File: src/rtl/uart_rx_if.sv
// Result bus of the UART receiver: serial input side plus the received-byte strobe.
// Handshake: valid is a one-clk strobe with no ready/backpressure; data, parity_err and
// frame_err are registered and stay stable from one valid strobe to the next.
interface uart_rx_if;
  logic       rx;
  logic       sample_tick;
  logic [7:0] data;
  logic       valid;
  logic       parity_err;
  logic       frame_err;
  logic       busy;

  modport master (
    input  rx,
    input  sample_tick,
    output data,
    output valid,
    output parity_err,
    output frame_err,
    output busy
  );

  modport slave (
    output rx,
    output sample_tick,
    input  data,
    input  valid,
    input  parity_err,
    input  frame_err,
    input  busy
  );
endinterface

File: src/rtl/uart_rx.sv
// 8E1 UART receiver with oversampled centre sampling, framing/parity checks and
// break detection; all timing is counted in sample_tick pulses.
module uart_rx #(
  parameter int OVERSAMPLE = 16
) (
  input  logic            clk,
  input  logic            rst_n,
  uart_rx_if.master       bus,
  output logic [2:0]      dbg_state
);

  localparam int CW = $clog2(OVERSAMPLE);
  localparam logic [CW-1:0] HALF_M1 = CW'(OVERSAMPLE / 2 - 1);
  localparam logic [CW-1:0] FULL_M1 = CW'(OVERSAMPLE - 1);

  typedef enum logic [2:0] {
    IDLE   = 3'd0,
    START  = 3'd1,
    DATA   = 3'd2,
    PARITY = 3'd3,
    STOP   = 3'd4,
    BREAK  = 3'd5
  } state_e;

  state_e        state_q, state_d;
  logic          sync1_q, rx_s_q;
  logic [CW-1:0] cnt_q, cnt_d;
  logic [2:0]    bit_cnt_q, bit_cnt_d;
  logic [7:0]    shift_q, shift_d;
  logic          par_bad_q, par_bad_d;
  logic [7:0]    data_q, data_d;
  logic          valid_q, valid_d;
  logic          parity_err_q, parity_err_d;
  logic          frame_err_q, frame_err_d;
  logic          tick;

  assign tick = bus.sample_tick;

  // rx is asynchronous to clk; idle-high reset value avoids a false start after reset.
  always_ff @(posedge clk or negedge rst_n) begin
    if (!rst_n) begin
      sync1_q <= 1'b1;
      rx_s_q  <= 1'b1;
    end else begin
      sync1_q <= bus.rx;
      rx_s_q  <= sync1_q;
    end
  end

  always_ff @(posedge clk or negedge rst_n) begin
    if (!rst_n) begin
      state_q      <= IDLE;
      cnt_q        <= '0;
      bit_cnt_q    <= '0;
      shift_q      <= '0;
      par_bad_q    <= 1'b0;
      data_q       <= '0;
      valid_q      <= 1'b0;
      parity_err_q <= 1'b0;
      frame_err_q  <= 1'b0;
    end else begin
      state_q      <= state_d;
      cnt_q        <= cnt_d;
      bit_cnt_q    <= bit_cnt_d;
      shift_q      <= shift_d;
      par_bad_q    <= par_bad_d;
      data_q       <= data_d;
      valid_q      <= valid_d;
      parity_err_q <= parity_err_d;
      frame_err_q  <= frame_err_d;
    end
  end

  always_comb begin
    state_d      = state_q;
    cnt_d        = cnt_q;
    bit_cnt_d    = bit_cnt_q;
    shift_d      = shift_q;
    par_bad_d    = par_bad_q;
    data_d       = data_q;
    valid_d      = 1'b0;
    parity_err_d = parity_err_q;
    frame_err_d  = frame_err_q;

    case (state_q)
      IDLE: begin
        cnt_d = '0;
        if (tick && !rx_s_q) state_d = START;
      end
      START: begin
        if (tick) begin
          if (cnt_q == HALF_M1) begin
            cnt_d     = '0;
            bit_cnt_d = '0;
            // A start bit that is high again at its centre was only a glitch.
            state_d   = rx_s_q ? IDLE : DATA;
          end else begin
            cnt_d = cnt_q + CW'(1);
          end
        end
      end
      DATA: begin
        if (tick) begin
          if (cnt_q == FULL_M1) begin
            cnt_d     = '0;
            shift_d   = {rx_s_q, shift_q[7:1]};
            bit_cnt_d = bit_cnt_q + 3'd1;
            if (bit_cnt_q == 3'd7) state_d = PARITY;
          end else begin
            cnt_d = cnt_q + CW'(1);
          end
        end
      end
      PARITY: begin
        if (tick) begin
          if (cnt_q == FULL_M1) begin
            cnt_d     = '0;
            par_bad_d = rx_s_q ^ (^shift_q);
            state_d   = STOP;
          end else begin
            cnt_d = cnt_q + CW'(1);
          end
        end
      end
      STOP: begin
        if (tick) begin
          if (cnt_q == FULL_M1) begin
            cnt_d        = '0;
            data_d       = shift_q;
            parity_err_d = par_bad_q;
            frame_err_d  = ~rx_s_q;
            valid_d      = 1'b1;
            // A low stop bit may be the start of a break; wait for the line to recover.
            state_d      = rx_s_q ? IDLE : BREAK;
          end else begin
            cnt_d = cnt_q + CW'(1);
          end
        end
      end
      BREAK: begin
        cnt_d = '0;
        if (tick && rx_s_q) state_d = IDLE;
      end
      default: begin
        state_d = IDLE;
        cnt_d   = '0;
      end
    endcase
  end

  assign bus.data       = data_q;
  assign bus.valid      = valid_q;
  assign bus.parity_err = parity_err_q;
  assign bus.frame_err  = frame_err_q;
  assign bus.busy       = (state_q != IDLE);
  assign dbg_state      = state_q;

endmodule
File: src/flat_wrapper.sv
// flat-port wrapper written by rule: the top's interface ports become plain ports
module uart_rx_flat 
#(
  parameter int OVERSAMPLE = 16
)
  (clk, rst_n, dbg_state, bus_rx, bus_sample_tick, bus_data, bus_valid, bus_parity_err, bus_frame_err, bus_busy);
  uart_rx_if bus_i ();
  input  logic clk;
  input  logic rst_n;
  output logic [2:0] dbg_state;
  input wire logic [$bits(bus_i.rx)-1:0] bus_rx;
  input wire logic [$bits(bus_i.sample_tick)-1:0] bus_sample_tick;
  output wire logic [$bits(bus_i.data)-1:0] bus_data;
  output wire logic [$bits(bus_i.valid)-1:0] bus_valid;
  output wire logic [$bits(bus_i.parity_err)-1:0] bus_parity_err;
  output wire logic [$bits(bus_i.frame_err)-1:0] bus_frame_err;
  output wire logic [$bits(bus_i.busy)-1:0] bus_busy;
  assign bus_i.rx = bus_rx;
  assign bus_i.sample_tick = bus_sample_tick;
  assign bus_data = bus_i.data;
  assign bus_valid = bus_i.valid;
  assign bus_parity_err = bus_i.parity_err;
  assign bus_frame_err = bus_i.frame_err;
  assign bus_busy = bus_i.busy;
  uart_rx #(.OVERSAMPLE(OVERSAMPLE)) u_core (.clk(clk), .rst_n(rst_n), .bus(bus_i), .dbg_state(dbg_state));
endmodule
File: config.mk
export PLATFORM = sky130hd
export DESIGN_NAME = uart_rx_flat
export DESIGN_NICKNAME = d
export VERILOG_FILES = /design/src/rtl/uart_rx_if.sv /design/src/rtl/uart_rx.sv /design/src/flat_wrapper.sv
export SDC_FILE = /design/constraint.sdc
export NUM_CORES = 1
export LEC_CHECK = 0
export BUFFER_PORTS_ARGS = -buffer_cell sky130_fd_sc_hd__buf_2
export CORE_ASPECT_RATIO = 1.75
export CORE_MARGIN = 2
export CORE_UTILIZATION = 30
export DETAILED_ROUTE_END_ITERATION = 10
export SLEW_MARGIN = 20
export SYNTH_ARGS = -nofsm -noshare
export SYNTH_HDL_FRONTEND = slang
export SYNTH_SLANG_ARGS = --single-unit
export TNS_END_PERCENT = 20
File: constraint.sdc
create_clock -name clk -period 1.59 [get_ports clk]
set_input_delay 0.2385 -clock clk [delete_from_list [all_inputs] [get_ports clk]]
set_output_delay 0.2385 -clock clk [all_outputs]
set_load 0.02 [all_outputs]
* After elaboration in Yosys (flattened, before gate mapping)
Cells that the tools add are included.
Word-level totals: register bits after elaboration 32, bits in latches 0, RAM bits 0, memory bits (read-only) 0, input bits 4, output and inout bits 15, logic and storage cells 76, memories kept 0
Operators by class: add/subtract/negate cells 2, multiply operators 0, div/mod/pow operators 0, magnitude comparators 0, eq/ne operators 20, shift-type cells 0, mux-type cells 27, bitwise logic cells 2, reductions and logical operators 14
Operators by type and width (count):
- $mux W3 | 16
- $pmux W3 S6 | 1
- $mux W4 | 4
- $ne A2 B1 Y1 const B | 8
- $reduce_and A11 Y1 | 1
- $eq A3 B3 Y1 const B | 3
- $reduce_and A3 Y1 | 3
- $ne A2 B2 Y1 const B | 4
- $pmux W4 S2 | 1
- $reduce_xor A8 Y1 | 1
- $eq A3 B2 Y1 const B | 2
- $pmux W3 S2 | 1
- $reduce_and A5 Y1 | 1
- $add A4 B1 Y4 const B | 1
- $eq A4 B3 Y1 const B | 1
- $eq A4 B4 Y1 const B | 1
- $add A3 B1 Y3 const B | 1
- $eq A3 B1 Y1 const B | 1
- $logic_not A3 Y1 | 1
- $mux W1 | 3
- $reduce_bool A3 Y1 | 1
- $reduce_or A3 Y1 | 1
- $logic_and A1 B1 Y1 | 2
- $mux W2 | 1
- other kinds (5) | 5

* Depth between registers and ports, before layout
Gate-level depths: netlist of the first run.
word-level depth 5, mapped depth 6, depth with buffers taken out 5

* Least setup slack after synthesis of the first run
Ideal clock, no wire load.
path kind reg-to-reg, from register u_core.cnt_q[0], to register u_core.shift_q[1], library setup time 0.125 ns, arrival 1.568 ns, data required time 1.465 ns, setup slack -0.103 ns, cell stages (with the launch flop) 7, path buffers 1, clock period less this slack 1.693 ns, cell sequence dfrtp_1 -> ha_1 -> and3_4 -> and4_1 -> nor2b_4 -> buf_6 -> mux2_4
Between the ends: cells in the longest elaborated chain, start to end 2
RTL lines:
- from (decl) | line uart_rx.sv:27 | logic [CW-1:0] cnt_q, cnt_d;
- from (signal assigned) | line uart_rx.sv:63 | cnt_q <= cnt_d;
- $eq A4 B4 Y1 | line uart_rx.sv:104 | if (cnt_q == FULL_M1) begin
- $reduce_and A3 Y1 (no line)
- to (signal assigned) | line uart_rx.sv:65 | shift_q <= shift_d;
- to (decl) | line uart_rx.sv:29 | logic [7:0] shift_q, shift_d;
Every way passes these cells. A chain may end at the register's enable or synchronous reset.

* Worst setup path in the final report of the first run
Ends and elaborated chain as after synthesis.

==> results of run 1 <==
-- area by class of cell --
class                           count  share of cell area
Sequential cell                    32              0.4114
Multi-Input combinational cell     84              0.3826
Timing Repair Buffer               35              0.1196
Clock buffer                        8             0.04607
Tap cell                           54             0.03455
Inverter                            3            0.005758
-- registers in the layout, indices dropped and copies added, names as in the netlist --
register	flops
u_core.dbg_state	3
u_core.bus.valid	1
u_core.bus.parity_err	1
u_core.bus.frame_err	1
u_core.shift_q	8
u_core.bit_cnt_q	3
u_core.par_bad_q	1
u_core.rx_s_q	1
u_core.bus.data	8
u_core.sync1_q	1
u_core.cnt_q	4
-- final timing paths --
kind,from,to,cells past startpoint
min,rst_n,u_core.dbg_state[0]$_DFFE_PN0P_,1
max reg2reg,u_core.cnt_q[0]$_DFFE_PN0P_,u_core.shift_q[1]$_DFFE_PN0P_,6
min in group clk,bus_rx,u_core.sync1_q$_DFF_PN1_,1
max in group asynchronous,rst_n,u_core.dbg_state[1]$_DFFE_PN0P_,1
max,u_core.cnt_q[0]$_DFFE_PN0P_,u_core.shift_q[1]$_DFFE_PN0P_,6
min reg2reg,u_core.sync1_q$_DFF_PN1_,u_core.rx_s_q$_DFF_PN1_,0
-- synthesized netlist by cell type --
cell type / instances
nand2b_1: 1
a2111o_1: 1
mux2_4: 7
ha_1: 3
o21ai_0: 5
a311o_1: 1
and3_4: 1
a22o_1: 2
dfrtp_1: 30
mux2_2: 11
buf_2: 2
inv_1: 3
nor2_1: 4
o22ai_1: 1
dfstp_2: 2
o221ai_1: 1
xor2_1: 2
nand2_1: 13
nand3b_1: 1
xnor2_1: 5
nand3_1: 2
mux2_1: 1
and4_1: 1
nor2b_4: 1
a21oi_1: 5
nand4_1: 3
or3b_2: 1
or4_1: 1
mux2i_1: 1
a31o_2: 1
a211o_1: 2
xnor3_1: 1
buf_6: 2
nand4b_1: 1
clkbuf_1: 2
o211ai_1: 2
nor2b_1: 1
and2_1: 1
-- where the power goes --
part	internal (uW)	leakage [uW]	switching, uW
clock	352	0.0000455	277
combinational	263	0.000527	278
sequential	886	0.000427	93.2
total	1500	0.00100	648
-- metal layers --
| layer | global-route usage | up-vias | part of all wire |
|---|---|---|---|
| li1 | - | 518 | - |
| met2 | 0.2221 | 35 | 0.54 |
| met5 | 0 | - | 0 |
| met1 | 0.1309 | 582 | 0.38 |
| met3 | 0.03412 | 9 | 0.049 |
| met4 | 0.07156 | 0 | 0.025 |
-- through the flow --
| stage | total power (uW) | std cells | setup slack (ns) | utilization |
|---|---|---|---|---|
| floorplan | 1285 | 125 | -0.06336 | - |
| global placement | 1462 | 205 | -0.09733 | 0.3590 |
| finish | 2150 | 216 | -0.09021 | 0.3929 |
| CTS | 2168 | 216 | -0.07426 | 0.3851 |
| detailed placement | 1484 | 205 | -0.1211 | 0.3590 |
| global route | 2274 | 216 | -0.1628 | 0.3929 |
-- worst register-to-register path, stage by stage, from the launching register on --
cell     delay [ns]
dfrtp_1        0.41
ha_4           0.15
and3_4         0.17
and4_1         0.19
nor2b_4        0.20
buf_12         0.14
mux2_4         0.30
-- logic make-up after synthesis --
logic type / after synthesis
AO/OA/AOI/OAI: 21
XOR/XNOR: 8
adder cells (fa/ha/maj): 3
buffers and inverters: 9
flip-flops: 32
multiplexers: 20
AND/OR/NAND/NOR: 32
-- repair_timing --
action | in CTS | in global routing
setup buffers | 3 | 0
setup endpoints to repair | 8 | 24
resized for setup | 3 | 11
hold endpoints to repair | 0 | 0
pin swaps | 4 | 1
==> results.cfg, run 1 <==
[run_status]
status = complete, but fails checks
failed_checks = negative setup slack

[finish]
final_common_cell = dfrtp_1
nets = 168
design_area_um2 = 1956
layout-drive-gt1-share = 0.4321
fillers = 479
multi_input_area_um2 = 748.2
diodes = 0
seqCellArea_um2 = 804.5
mostFrequentLayoutCells = dfrtp_1 (29), buf_2 (18), mux2_4 (16)
area_growth_pct = 26.25

[yosys]
yosys.area.top_type = dfrtp_1
synth_top_area_frac = 0.4847
yosysWarnings = 0
synth_area_leaders = dfrtp_1 (48%), mux2_2 (8.0%), mux2_4 (6.8%)
synth_cell_types = 38
synthCells = 125
synth-adder-area-share = 0.02423
synth_top_family_by_area = multiplexers
ys_seq_area_frac = 0.5186
syn_area_per_cell_um2 = 12.39
synth_simple_gate_area_frac = 0.1147
synthMuxAreaShare = 0.1616
synth-compound-area-share = 0.09370
synth-seq-cells = 32
synth_xor_area_frac = 0.05412
syn_nets = 132
syn_area_um2 = 1549

[min_path]
min_path_type = in2async

[critical_path]
crit_arrival_ns = 1.84
end_kind = register
crit_chain = ha_4 > and3_4 > and4_1 > nor2b_4 > buf_12 > mux2_4
worstPathMaxFanout = 7
critical_path_class = reg2reg
cp_num_buf_inv = 1
cp_slowest_cell = dfrtp_1
cp_data_required_time_ns = 1.75
r2r_slack_ns = -0.09
max_stage_delay_ns = 0.41
start_kind = register
path_delay_family = simple AND/OR/NAND/NOR gates

[power_and_ir_drop]
power.density_nw_per_um2 = 1099
cellLeakagePower_uw = 0.001000
ir_drop_uv = 574.3

[timing]
tightest_slew_ns = 0.7032
slew_viol_final = 0
worst_hold_slack_ns = 0.006478
slew_headroom = 0.5312
finalHoldViolations = 0
fin_crit_sh = 1.057
worst_slack_ns = -0.09021
fin_worst_skew_ns = 0.004388
min_period_ns = 1.680
rsz0062_at_grt = yes
setup_viol = 19
tns_ns = -0.8325
fmax_mhz = 595.2

[global_route]
antenna_found_initial = 0
grt_usage = 0.1269
grt-ovfl-total = 0
grt_first_pass_wirelength_um = 5492
grt_pass1_vias = 1193
grt_max_degree = 33

[detailed_routing]
wl_per_cell_um = 15.83
drt-total-wl_um = 3420
drt_first_pass_iters = 4
drc_errors = 0
num_vias = 1144
ant_nets = 0
drt_iter0_drc = 25
viasPerCell = 5.296

[floorplan]
rows = 34
initial_core_util = 0.3112
die_w_um = 58.32
fp.coreArea_um2 = 4977
die_h_um = 99.06
die_area_um2 = 5777
boundaryPins = 19

[clocking]
clock-sinks = 32
clock_latency_ns = 0.28
root_buffer = clkbuf_8
cts-htree-levels = 2
cts.clk_slew.worst_paths_ns = 0.06
cts_hold_buf = 0
cts_inserted_buffers = 5
cts_tree = done
ctsLongestPathBuffers = 2

[placement]
placed_area_um2 = 1787
portBuffers = 18
dp_hpwl_um = 2322
gp_congestion = 0.8180

[run]
drv_cap = 0
Note: power is estimated with default switching activity, not from simulation.
==> run 2: changes to the inputs <==
BUFFER_PORTS_ARGS = not set   (was -buffer_cell sky130_fd_sc_hd__buf_2)
CTS_CLUSTER_SIZE = 25   (was not set)
DONT_BUFFER_PORTS = 1   (was not set)
==> run 2 against run 1 <==
Against the previous run: the flow still finishes with violations (negative setup slack); routed wire length is 5.4% lower; sequential power is 3.0% lower; largest power group unchanged; critical endpoint is now u_core.shift_q[6]$_DFFE_PN0P_; clock skew grew 0.0029 ns; register-to-register slack barely moved.
==> results.cfg, run 2 (synthesis results as in run 1) <==
[run_status]
status = complete, but fails checks
failed_checks = negative setup slack

[global_route]
antenna_found_initial = 0
grt_pass1_vias = 1187
grt-ovfl-total = 0
grt_usage = 0.1240
grt_first_pass_wirelength_um = 5464
grt_max_degree = 33

[critical_path]
cp_num_buf_inv = 1
worstPathMaxFanout = 7
start_kind = register
r2r_slack_ns = -0.08
crit_chain = ha_2 > and3_4 > and4_1 > nor2b_4 > buf_12 > mux2_4
path_delay_family = simple AND/OR/NAND/NOR gates
r2r_cells = 6
end_kind = register
cp_data_required_time_ns = 1.75
critical_path_class = reg2reg
cp_slowest_cell = dfrtp_1
crit_arrival_ns = 1.82
critPathLaunch = u_core.cnt_q[1]$_DFFE_PN0P_
cp_num_cells = 6
rr_endpoint = u_core.shift_q[6]$_DFFE_PN0P_
max_stage_delay_ns = 0.36
regToRegStartpoint = u_core.cnt_q[1]$_DFFE_PN0P_

[finish]
layout-drive-gt1-share = 0.3600
diodes = 0
area_growth_pct = 21.57
mostFrequentLayoutCells = dfrtp_1 (30), buf_4 (18), nand2_1 (13)
nets = 156
final_common_cell = dfrtp_1

[floorplan]
rows = 34
die_w_um = 58.32
fp.coreArea_um2 = 4977
die_h_um = 99.06
initial_core_util = 0.3112
boundaryPins = 19
die_area_um2 = 5777

[clocking]
cts_tree = done
cts_inserted_buffers = 5
cts.clk_slew.worst_paths_ns = 0.07
clock-sinks = 32
cts-htree-levels = 2
root_buffer = clkbuf_8
ctsLongestPathBuffers = 2
clock_latency_ns = 0.28

[timing]
slew_headroom = 0.8501
fin_worst_skew_ns = 0.007256
worst_hold_slack_ns = 0.1474
min_period_ns = 1.665
rsz0062_at_grt = yes
fmax_mhz = 600.5
fin_crit_sh = 1.047
setup_viol = 16
finalHoldViolations = 0
worst_slack_ns = -0.07540
slew_viol_final = 0
tightest_slew_ns = 0.2233

[power_and_ir_drop]
cellLeakagePower_uw = 0.0009112
ir_drop_uv = 686.1
power.density_nw_per_um2 = 1138

[placement]
gp_congestion = 0.7573
portBuffers = 0
dp_hpwl_um = 2352
dp_worst_setup_slack_ns = -0.06953

[detailed_routing]
drt_iter0_drc = 29
wl_per_cell_um = 15.86
drt_first_pass_iters = 4
drt-total-wl_um = 3235
ant_nets = 0
num_vias = 1048
drc_errors = 0
viasPerCell = 5.137

[min_path]
min_path_type = in2reg
hp-start = bus_sample_tick
hold_end = u_core.cnt_q[1]$_DFFE_PN0P_
whs_path_depth = 2

[run]
drv_cap = 0
==> run 2: power by group <==
part / total [uW] / internal (uW) / switching, uW
combinational: 591 / 290 / 301
sequential: 950 / 884 / 66.2
clock: 602 / 305 / 297
==> run 2: worst max-delay path by stage <==
stage	to	slack (ns)
2_1_floorplan	u_core.shift_q[1]$_DFFE_PN0P_	-0.06
3_3_place_gp	u_core.shift_q[5]$_DFFE_PN0P_	-0.02
3_5_place_dp	u_core.shift_q[1]$_DFFE_PN0P_	-0.07
4_1_cts	u_core.shift_q[6]$_DFFE_PN0P_	-0.07
5_1_grt	u_core.shift_q[1]$_DFFE_PN0P_	-0.15
6_report	u_core.shift_q[6]$_DFFE_PN0P_	-0.08
==> run 2: metrics by stage <==
stage	std cells	setup TNS, ns	instance area (um^2)	power, uW	util
after CTS	204	-0.5370	1879	2156	0.3776
after detailed placement	191	-0.5439	1739	1496	0.3494
final	204	-0.5600	1883	2143	0.3783
after global placement	191	-0.1624	1739	1468	0.3494
after floorplan	125	-0.4435	1551	1285	-
after global routing	204	-1.569	1883	2268	0.3783
==> run 2: per-layer routing <==
layer  part of all wire  wire [um]  GRT usage  vias up
li1                   -          -          -      493
met1               0.40       1293     0.1310      523
met2               0.54       1738     0.2161       30
met3              0.053        173    0.03543        2
met4             0.0093         30    0.06261        0
met5                  0          0          0        -
==> run 2: what timing repair did <==
action                     4_1_cts  5_1_grt
buffers inserted                 2        0
pin swaps                        2        2
hold buffers                     3        0
setup endpoints to repair       17       20
gates resized for setup          0        2
hold endpoints to repair        33        0
==> run 2: area by class of cell <==
type / instances / area (um^2)
well taps: 54 / 67.56
multi-input cells: 84 / 700.7
repair buffers: 23 / 215.2
clock inverters: 2 / 12.51
flip-flops and latches: 32 / 803.3
fillers: 483 / 3094
inverters: 3 / 11.26
clock buffers: 6 / 72.57
